$ cat src/rtl/apuf_eval_ctrl.sv
// rtl/apuf_eval_ctrl.sv - arbiter-PUF evaluation sequencer with majority vote
//
// Drives one arbiter-PUF request: holds the challenge on the delay-line
// selects, fires NUM_EVAL launch pulses, samples the synchronised arbiter
// output once per pulse and reports the ones count and the majority bit.
//
// Ports:
//   clk, rst     system clock, asynchronous active-high reset
//   start        request an evaluation (accepted only while idle)
//   challenge    challenge word, captured on the accepting edge
//   busy         high from the accepting edge until the return to idle
//   done         one-cycle pulse, response/ones_cnt valid
//   response     majority result, held until the next done
//   ones_cnt     number of samples equal to 1, held until the next done
//   puf_chal     registered challenge to the delay-line selects
//   puf_launch   launch edge into both delay paths
//   puf_resp     arbiter flop output, asynchronous to clk

module apuf_eval_ctrl #(
    parameter int CHAL_W     = 64,
    parameter int SETTLE_CYC = 4,
    parameter int NUM_EVAL   = 5,
    parameter int CNT_W      = 8
) (
    input  logic              clk,
    input  logic              rst,
    input  logic              start,
    input  logic [CHAL_W-1:0] challenge,
    output logic              busy,
    output logic              done,
    output logic              response,
    output logic [CNT_W-1:0]  ones_cnt,
    output logic [CHAL_W-1:0] puf_chal,
    output logic              puf_launch,
    input  logic              puf_resp
);

    localparam int                PH_W      = $clog2(SETTLE_CYC);
    localparam logic [PH_W-1:0]   PH_LOAD   = PH_W'(SETTLE_CYC - 1);
    localparam logic [CNT_W-1:0]  EVAL_LAST = CNT_W'(NUM_EVAL);
    localparam logic [CNT_W-1:0]  HALF      = CNT_W'(NUM_EVAL / 2);

    typedef enum logic [2:0] {
        S_IDLE,
        S_SETUP,
        S_FIRE,
        S_SAMPLE,
        S_RELAX,
        S_DONE
    } state_t;

    state_t           state;
    state_t           state_next;
    logic [PH_W-1:0]  ph;
    logic [CNT_W-1:0] eval_cnt;
    logic [CNT_W-1:0] ones;
    logic             rs1;
    logic             rs2;
    logic             accept;
    logic             busy_next;
    logic             done_next;
    logic             launch_next;

    assign accept = (state == S_IDLE) && start;

    // Arbiter output is asynchronous; only rs2 is ever looked at.
    always_ff @(posedge clk or posedge rst) begin
        if (rst) begin
            rs1 <= 1'b0;
            rs2 <= 1'b0;
        end else begin
            rs1 <= puf_resp;
            rs2 <= rs1;
        end
    end

    always_ff @(posedge clk or posedge rst) begin
        if (rst) begin
            state <= S_IDLE;
        end else begin
            state <= state_next;
        end
    end

    always_comb begin
        state_next = state;
        case (state)
            S_IDLE:   if (start) state_next = S_SETUP;
            S_SETUP:  if (ph == '0) state_next = S_FIRE;
            S_FIRE:   if (ph == '0) state_next = S_SAMPLE;
            S_SAMPLE: state_next = S_RELAX;
            S_RELAX:  if (ph == '0) state_next = (eval_cnt == EVAL_LAST) ? S_DONE : S_FIRE;
            S_DONE:   state_next = S_IDLE;
            default:  state_next = S_IDLE;
        endcase
    end

    // Every phase change reloads the phase counter, so each timed phase
    // lasts exactly SETTLE_CYC cycles.
    always_ff @(posedge clk or posedge rst) begin
        if (rst) begin
            ph       <= '0;
            eval_cnt <= '0;
            ones     <= '0;
        end else begin
            if (state_next != state) begin
                ph <= PH_LOAD;
            end else if (ph != '0) begin
                ph <= ph - PH_W'(1);
            end
            if (accept) begin
                eval_cnt <= '0;
                ones     <= '0;
            end else if (state == S_SAMPLE) begin
                eval_cnt <= eval_cnt + CNT_W'(1);
                ones     <= ones + CNT_W'(rs2);
            end
        end
    end

    // Outputs are decoded from the next state and registered, so they
    // line up with the state they describe without combinational paths.
    always_comb begin
        busy_next   = (state_next != S_IDLE);
        done_next   = (state_next == S_DONE);
        launch_next = (state_next == S_FIRE) || (state_next == S_SAMPLE);
    end

    always_ff @(posedge clk or posedge rst) begin
        if (rst) begin
            busy       <= 1'b0;
            done       <= 1'b0;
            puf_launch <= 1'b0;
            puf_chal   <= '0;
            ones_cnt   <= '0;
            response   <= 1'b0;
        end else begin
            busy       <= busy_next;
            done       <= done_next;
            puf_launch <= launch_next;
            if (accept) begin
                puf_chal <= challenge;
            end
            if (state_next == S_DONE) begin
                ones_cnt <= ones;
                response <= (ones > HALF);
            end
        end
    end

endmodule

$ cat config.mk
export PLATFORM = sky130hd
export DESIGN_NAME = apuf_eval_ctrl
export DESIGN_NICKNAME = d
export VERILOG_FILES = /design/src/rtl/apuf_eval_ctrl.sv
export SDC_FILE = /design/constraint.sdc
export NUM_CORES = 1
export LEC_CHECK = 0
export CAP_MARGIN = 20
export CORE_UTILIZATION = 45
export DETAILED_ROUTE_END_ITERATION = 12
export GPL_TIMING_DRIVEN = 1
export PLACE_DENSITY_LB_ADDON = 0.2
export SYNTH_ARGS = -nofsm -noshare
export SYNTH_HDL_FRONTEND = slang
export SYNTH_SLANG_ARGS = --single-unit
$ cat constraint.sdc
create_clock -name clk -period 3.6 [get_ports clk]
set_input_delay 0.72 -clock clk [delete_from_list [all_inputs] [get_ports clk]]
set_output_delay 0.72 -clock clk [all_outputs]
set_load 0.02 [all_outputs]
==> results.cfg <==
[sta]
finalCriticalPeriod_ns = 2.39
fin_ws_ns = 1.21
fin_crit_sh_pct = 66.4
fin_tns_setup_ns = 0
slew-limit-headroom_pct = 50.0
setup_viol = 0
rsz0062_at_grt = false
skew_ns = 0.00892
finalMaxSlewViolations = 0
tightest_slew_ns = 0.747
clock.fmax_mhz = 419
whs_ns = 0.373
hold_violations = 0

[clocking]
ctsResizeCount = 0
clk_latency_ns = 0.35
cts_setup_buffers = 0
root_buffer = clkbuf_8
clkSinkCount = 99
cts_tree = done
htree_levels = 3
path_clk_slew_ns = 0.09
cts_buffers = 9
cts_buffer_depth = 2
cts_hold_buf = 0

[logic_synthesis]
yosys.area_share.simple_pct = 24.9
ys.flop_type = dfrtp_1
yosysWarnings = 0
synth-seq-area-share_pct = 59.8
synthArstFlopShare_pct = 100
synth-compound-area-share_pct = 5.25
synth_cells = 426
synth_edf_count = 0
ys_ff_latch = 99
netlist_area_um2 = 4150
synth-adder-area-share_pct = 1.51
synth-xor-area-share_pct = 0.845
synthDistinctLibCells = 37
syn_nets = 499
avgSynthCellArea_um2 = 9.73
synth_top_family_by_area = simple AND/OR/NAND/NOR gates
synth.area.mux_share_pct = 3.65

[final_layout]
nets = 632
drive_gt1_share_pct = 5.85
area_growth_pct = 40.5
final_core_util_pct = 66.1
antennaDiodeCount = 0

[die]
core_um2 = 8810
ios = 144
die_area_um2 = 9600
rows = 34
die_h_um = 98.0
die_x_um = 98.0
initial_core_util_pct = 47.1

[critical_path]
crit_path_start_kind = input pin
crit_path_end_kind = register
critPathMaxFanout = 47
r2r_start = ph[0]$_DFFE_PP0P_
critical_path_class = input pin to register
timing.rr.end = ones_cnt[5]$_DFFE_PP0P_
crit_path_max_incr_delay_ns = 0.87
r2r_cells = 5
ff2ff_setup_slack_ns = 1.26
crit_path_cell_trace = clkdlybuf4s50_1 -> or4b_2 -> buf_12 -> o211ai_1 -> o31ai_1
crit_slowest_cell = or4b_2
arrival_ns = 2.62
crit_required_ns = 3.83

[routing]
dr_total_vias = 3274
drc = 7
drtIter0Drc = 130
vias_per_cell = 4.87
route.detailed.wl_per_inst_um = 13.4
dr.pass1.iters = 10
drt_wl_total_um = 9020
ant_nets = 0

[place]
dp_hpwl_um = 6170
post-place-ws_ns = 0.847
portBuffers = 143
place.gp.congestion = 0.773

[outcome]
violations = design-rule violations
status = complete, but fails checks

[min_path]
min_to = rs2$_DFF_PP0_
hold_path.startpoint = rs1$_DFF_PP0_
min_path_type = register to register
whs_path_depth = 0

[grt]
grt_overflow = 0
grt_usage_pct = 20.1
grt_pass1_wl_um = 15400
grt_pass1_vias = 3274
antenna_found_initial = 0
grt_max_degree = 66

[pwr]
peakVddDrop_mv = 0.436
power.leakage_nw = 2.79
p_total_mw = 4.58
p_per_area_nw_per_um2 = 786

[run]
cap_violations = 0
==> worst max-delay path, delay by kind of cell <==
family | cells | cell delay (ns)
compound gates | 2 | 0.19
buf+inv | 2 | 0.81
simple gates | 1 | 0.87
==> how the worst max path moves through the flow <==
stage	depth (start not counted)	startpoint	endpoint
floorplan	1	rst	busy$_DFF_PP0_
global placement	5	start	ones[4]$_DFFE_PP0P_
detailed placement	5	start	eval_cnt[4]$_DFFE_PP0P_
CTS	5	start	eval_cnt[4]$_DFFE_PP0P_
global route	5	ph[0]$_DFFE_PP0P_	ones_cnt[0]$_DFFE_PP0P_
finish	5	start	ones[4]$_DFFE_PP0P_
==> area by class of cell <==
type	count	area, um^2
fillers	736	2980
flip-flops and latches	99	2480
multi-input cells	296	1500
repair buffers	146	1490
well taps	108	135
clock buffers	10	128
clock inverters	6	65.1
inverters	7	28.8
==> Yosys cell counts (2+ instances only) <==
| cell | number | area share [%] |
|---|---|---|
| o21ai_0 | 9 | 1.1 |
| o211ai_1 | 2 | 0.36 |
| nand4b_1 | 2 | 0.42 |
| a21oi_1 | 11 | 1.3 |
| nand2_1 | 203 | 18 |
| buf_6 | 4 | 1.1 |
| or4_1 | 3 | 0.54 |
| buf_4 | 4 | 0.72 |
| nand3_1 | 3 | 0.36 |
| o31ai_1 | 5 | 0.91 |
| nor4b_4 | 2 | 1.1 |
| nand4_1 | 5 | 0.75 |
| nor3_1 | 2 | 0.24 |
| mux2_4 | 8 | 2.9 |
| mux2i_1 | 2 | 0.48 |
| or3_1 | 4 | 0.60 |
| nand2b_1 | 3 | 0.45 |
| xor2_1 | 3 | 0.63 |
| inv_1 | 7 | 0.63 |
| clkbuf_1 | 9 | 0.81 |
| a21bo_2 | 2 | 0.48 |
| a211oi_1 | 3 | 0.54 |
| ha_1 | 5 | 1.5 |
| dfrtp_1 | 99 | 60 |
| buf_2 | 7 | 0.85 |
| nor2_1 | 8 | 0.72 |
==> registers in the layout, indices dropped and copies added (netlist names), 2 cells and up <==
register	count
puf_chal	64
eval_cnt	8
ones	8
ones_cnt	8
state	3
ph	2
==> power breakdown <==
part / internal, mW / switching [mW]
logic: 0.964 / 1.12
registers: 1.51 / 0.278
clock network: 0.323 / 0.379
==> placed cells by master, fill, tap and decap left out, types with 3 or more instances in the layout <==
cell type,instances
buf_12,3
xor2_1,3
dfrtp_1,99
nor2_1,8
a21oi_1,11
a211oi_1,3
nand4_1,5
nand2_1,203
inv_1,6
or4_1,3
mux2_4,8
clkbuf_8,9
ha_1,5
nand3_1,3
or3_1,4
o21ai_0,9
nand2b_1,3
clkdlybuf4s50_1,143
o31ai_1,5
==> kinds of logic after synthesis <==
logic type | count (synthesis)
buffers and inverters | 31
muxes | 11
AOI/OAI and AO/OA | 35
adders and majority gates | 5
DFF | 99
xor gates and xnor gates | 4
and+or+nand+nor | 241
==> metrics by stage <==
step / area (um^2) / instances
5_1_grt: 5820 / 672
2_1_floorplan: 4150 / 426
3_3_place_gp: 5630 / 656
4_1_cts: 5820 / 672
6_report: 5820 / 672
3_5_place_dp: 5630 / 656
==> per-layer routing <==
layer / vias up / global-route usage, % / part of all wire (%)
met5: - / 0 / 0
met4: 0 / 5.36 / 1.5
met3: 11 / 9.52 / 9.7
met2: 106 / 32.2 / 47
met1: 1527 / 24.2 / 42
li1: 1630 / - / -
(Power assumes the default switching activity.)
==> RTL edit 1: new RTL, config.mk and constraints unchanged <==
Reset style: synchronous (`rst`), changed in 4 clocked blocks. Comments in the files are not updated.
--- a/src/rtl/apuf_eval_ctrl.sv
+++ b/src/rtl/apuf_eval_ctrl.sv
@@ -65,5 +65,5 @@
 
     // Arbiter output is asynchronous; only rs2 is ever looked at.
-    always_ff @(posedge clk or posedge rst) begin
+    always_ff @(posedge clk) begin
         if (rst) begin
             rs1 <= 1'b0;
@@ -75,5 +75,5 @@
     end
 
-    always_ff @(posedge clk or posedge rst) begin
+    always_ff @(posedge clk) begin
         if (rst) begin
             state <= S_IDLE;
@@ -98,5 +98,5 @@
     // Every phase change reloads the phase counter, so each timed phase
     // lasts exactly SETTLE_CYC cycles.
-    always_ff @(posedge clk or posedge rst) begin
+    always_ff @(posedge clk) begin
         if (rst) begin
             ph       <= '0;
@@ -127,5 +127,5 @@
     end
 
-    always_ff @(posedge clk or posedge rst) begin
+    always_ff @(posedge clk) begin
         if (rst) begin
             busy       <= 1'b0;
Check against the original RTL: differs if rst is asserted again (counterexample within 4 cycles, from zero or initial values and one cycle with rst high); with rst held inactive, the same outputs for 10 cycles.
==> RTL edit 1 against the unedited design <==
- register-to-register slack better by 350 ps
- area after synthesis decreased by 6.5%
- maximum frequency is 4.7% higher
- count of clock-buffer cells in the layout stayed put
- cell area is 6.5% lower
- global-route usage up 0.18 points
- worst setup slack improved by 110 ps
- sequential cell count stayed put
- non-clock buffer count rose by 2
- routed wire length up 3.8%
Power is not compared: it rests on default switching activity, and its combinational part moved more than twofold at a synthesized area within 25%.
==> RTL edit 1: results <==
set metrics [dict create \
    clkTransAtPathRegs_ps 80 \
    ys.flop_type "dfxtp_1" \
    cp_max_fo 64 \
    drive_gt1_share_pct 5.63 \
    yosys.cell_types.count 44 \
    synth_nets 531 \
    dpl.hpwl_um 6360 \
    grt_pass1_wl_um 14500 \
    r2r_slack_ps 1610 \
    track_usage_pct 20.2 \
    antenna_found_initial 0 \
    fin_skew_ps 7.60 \
    first_pass_iters 4 \
    drtIter0Drc 128 \
    synth_xor_area_share_pct 0.904 \
    finalWeightedCongestion 0.777 \
    vdd_drop_max_mv 0.480 \
    port-buffer-count 143 \
    nFillCells 718 \
    pre_cts_ws_ps 968 \
    synth_adder_area_share_pct 1.61 \
    synth-seq-area-share_pct 51.1 \
    arrival_ps 2470 \
    grt_pass1_vias 3171 \
    wl_per_cell_um 13.5 \
    yosys-top-cells-area "dfxtp_1 (51%), nand2_1 (13%), a21oi_1 (9.9%)" \
    fin_nets 655 \
    relSlewSlack_pct 44.5 \
    synth_compound_area_share_pct 18.2 \
    timing.rr.end "eval_cnt[7]" \
    grt_max_degree 82 \
    max_stage_delay_ps 620 \
    outcome "complete, no violations" \
    rr_worst_depth 3 \
    async_flop_share_pct 0 \
    min-delay-start "puf_chal[54]" \
    r2r-start "state[0]" \
    synthMuxAreaShare_pct 0.258 \
    fin_crit_ps 2280 \
    synthTopCellsByCount "nand2_1 (138), dfxtp_1 (99), a21oi_1 (77)" \
    crit_path_end "puf_chal[63]" \
]
==> RTL edit 1: cell count changes after synthesis, sizes merged, moves of 9 or more <==
cell   delta
dfxtp    +99
dfrtp    -99
mux2      -9
a21oi    +66
nand2    -65
==> RTL edit 1: how the worst min path moves through the flow <==
stage / end / cells after the start / slack (ps)
2_1_floorplan: rs2 / 1 / 410
4_1_cts: puf_chal[19] / 2 / 460
3_5_place_dp: rs2 / 1 / 440
3_3_place_gp: rs2 / 1 / 420
5_1_grt: puf_chal[18] / 2 / 480
6_report: puf_chal[54] / 2 / 460
==> RTL edit 1: per-layer routing <==
| layer | vias to the layer above | track usage (%) | wire [um] |
|---|---|---|---|
| met5 | - | 0 | 0 |
| met4 | 0 | 7.32 | 171 |
| met3 | 13 | 4.19 | 491 |
| met2 | 96 | 34.4 | 4480 |
| met1 | 1615 | 25.2 | 4220 |
| li1 | 1813 | - | - |
==> RTL edit 1: cell families after synthesis <==
family                     count (synthesis)
AOI/OAI and AO/OA                        119
xor gates and xnor gates                   4
adders and majority gates                  5
buffers and inverters                     48
DFF                                       99
muxes                                      1
and+or+nand+nor                          182
==> RTL edit 1: final cells by class <==
cell class | count | area share (%)
Sequential cell | 99 | 36.4
Multi-Input combinational cell | 311 | 30.1
Timing Repair Buffer | 148 | 27.1
Tap cell | 105 | 2.41
Clock buffer | 10 | 2.34
Inverter | 13 | 0.896
Clock inverter | 5 | 0.735
==> RTL edit 1: worst max-delay path, delay by kind of cell <==
kind	cells	cell delay, ps
buf+inv	2	860
compound gates	1	70
simple gates	2	780
==> RTL edit 1: power by group <==
part	internal [mW]	leakage, nW	switching [mW]
clock network	0.251	0.0750	0.369
logic	0.371	1.04	0.448
registers	1.22	0.809	0.0770
total	1.84	1.92	0.894
==> RTL edit 1: per-stage QoR <==
stage	instance area, um^2	instances	utilization [%]	hold slack, ps
after floorplan	3870	458	-	414
after global placement	5280	676	63.9	417
after detailed placement	5280	676	63.9	442
after CTS	5450	691	65.9	461
after global routing	5450	691	65.9	476
final	5450	691	65.9	458
==> RTL edit 2: new RTL, config.mk and constraints unchanged <==
Without the edit above. Change the parameter `CNT_W` from 8 to 9.
--- a/src/rtl/apuf_eval_ctrl.sv
+++ b/src/rtl/apuf_eval_ctrl.sv
@@ -21,5 +21,5 @@
     parameter int SETTLE_CYC = 4,
     parameter int NUM_EVAL   = 5,
-    parameter int CNT_W      = 8
+    parameter int CNT_W      = 9
 ) (
     input  logic              clk,
Interface: changed (resized ones_cnt); port bits go from 144 to 145. The function was not compared with the original's and may differ.
==> RTL edit 2 against the unedited design <==
- via count grew 5.4%
- largest power group unchanged
- sequential cell count grew 3
- worst setup slack gained 91 ps
- global-route usage grew 1.0 points
- maximum frequency grew 4.0%
- area after synthesis grew 3.7%
- hold slack lost 18 ps
- cell area grew 3.5%
- combinational power shrank 3%
- routed wire length grew 7.5%
- count of clock-buffer cells in the layout is the same
- total power grew 1.7%
- first-iteration DRC count grew 72%
==> RTL edit 2: results <==
set metrics [dict create \
    dpl_cell_area_um2 5800 \
    max_stage_delay_ps 700 \
    fin_crit_sh_pct 63.8 \
    nFillCells 750 \
    clk_root_buffer_cell "clkbuf_8" \
    synth_nets 516 \
    synthTopCellsByCount "nand2_1 (211), dfrtp_1 (102), a21oi_1 (12), buf_2 (12), o21ai_0 (10)" \
    port-buffer-count 144 \
    placed_cells 696 \
    wl_per_cell_um 13.7 \
    drtIter0Drc 223 \
    fin_nets 651 \
    fin_skew_ps 17.3 \
    avgSynthCellArea_um2 9.70 \
    grt_max_degree 70 \
    relSlewSlack_pct 47.5 \
    grtUsageMet1_pct 26.7 \
    drive_gt1_share_pct 5.68 \
    wl_met2_um 4600 \
    vdd_drop_max_mv 0.478 \
    wl_met1_um 4210 \
    grt_use_met3_pct 6.75 \
    crit_slowest_cell "nand4_1" \
    whs_ps 355 \
    cts-buffers-inserted 9 \
    yosys-top-cells-area "dfrtp_1 (59%), nand2_1 (18%), mux2_4 (2.8%)" \
    track_usage_pct 21.1 \
    via_per_inst 4.86 \
    r2r_slack_ps 1300 \
    cp_max_fo 12 \
    crit_start "eval_cnt[1]" \
    vias 3452 \
    yosys.cell_types.count 38 \
    synth-seq-area-share_pct 59.4 \
    wl_met3_um 698 \
    first_pass_iters 4 \
    met2_usage_pct 33.8 \
    dpl.hpwl_um 6600 \
    pre_cts_ws_ps 1100 \
    outcome "complete, no violations" \
]
-- RTL edit 2: cell count changes after synthesis, moves of 3 or more --
cell	change
nand2_1	+8
buf_2	+5
clkbuf_1	-3
dfrtp_1	+3
mux2i_1	+3
nor4b_2	+3
-- RTL edit 2: layout make-up --
| type | instances | area share [%] |
|---|---|---|
| clock buffer | 10 | 2.12 |
| clock inverter | 4 | 1.62 |
| inverter | 9 | 0.602 |
| multi-input combinational | 308 | 26.2 |
| sequential | 102 | 42.4 |
| tap | 129 | 2.68 |
| timing repair buffer | 148 | 24.4 |
-- RTL edit 2: cell families after synthesis --
group	after synthesis	synth area share [%]
simple gates	253	25.6
mux	15	4.48
buf+inv	33	4.10
compound gates	32	4.39
xor+xnor	3	0.611
fa+ha+maj	5	1.46
flops	102	59.4
-- RTL edit 2: where the power goes --
group	leakage [nW]	total (mW)	internal, mW	switching, mW
clock	0.108	0.830	0.455	0.375
combinational	1.44	2.01	0.914	1.10
sequential	1.30	1.81	1.54	0.271
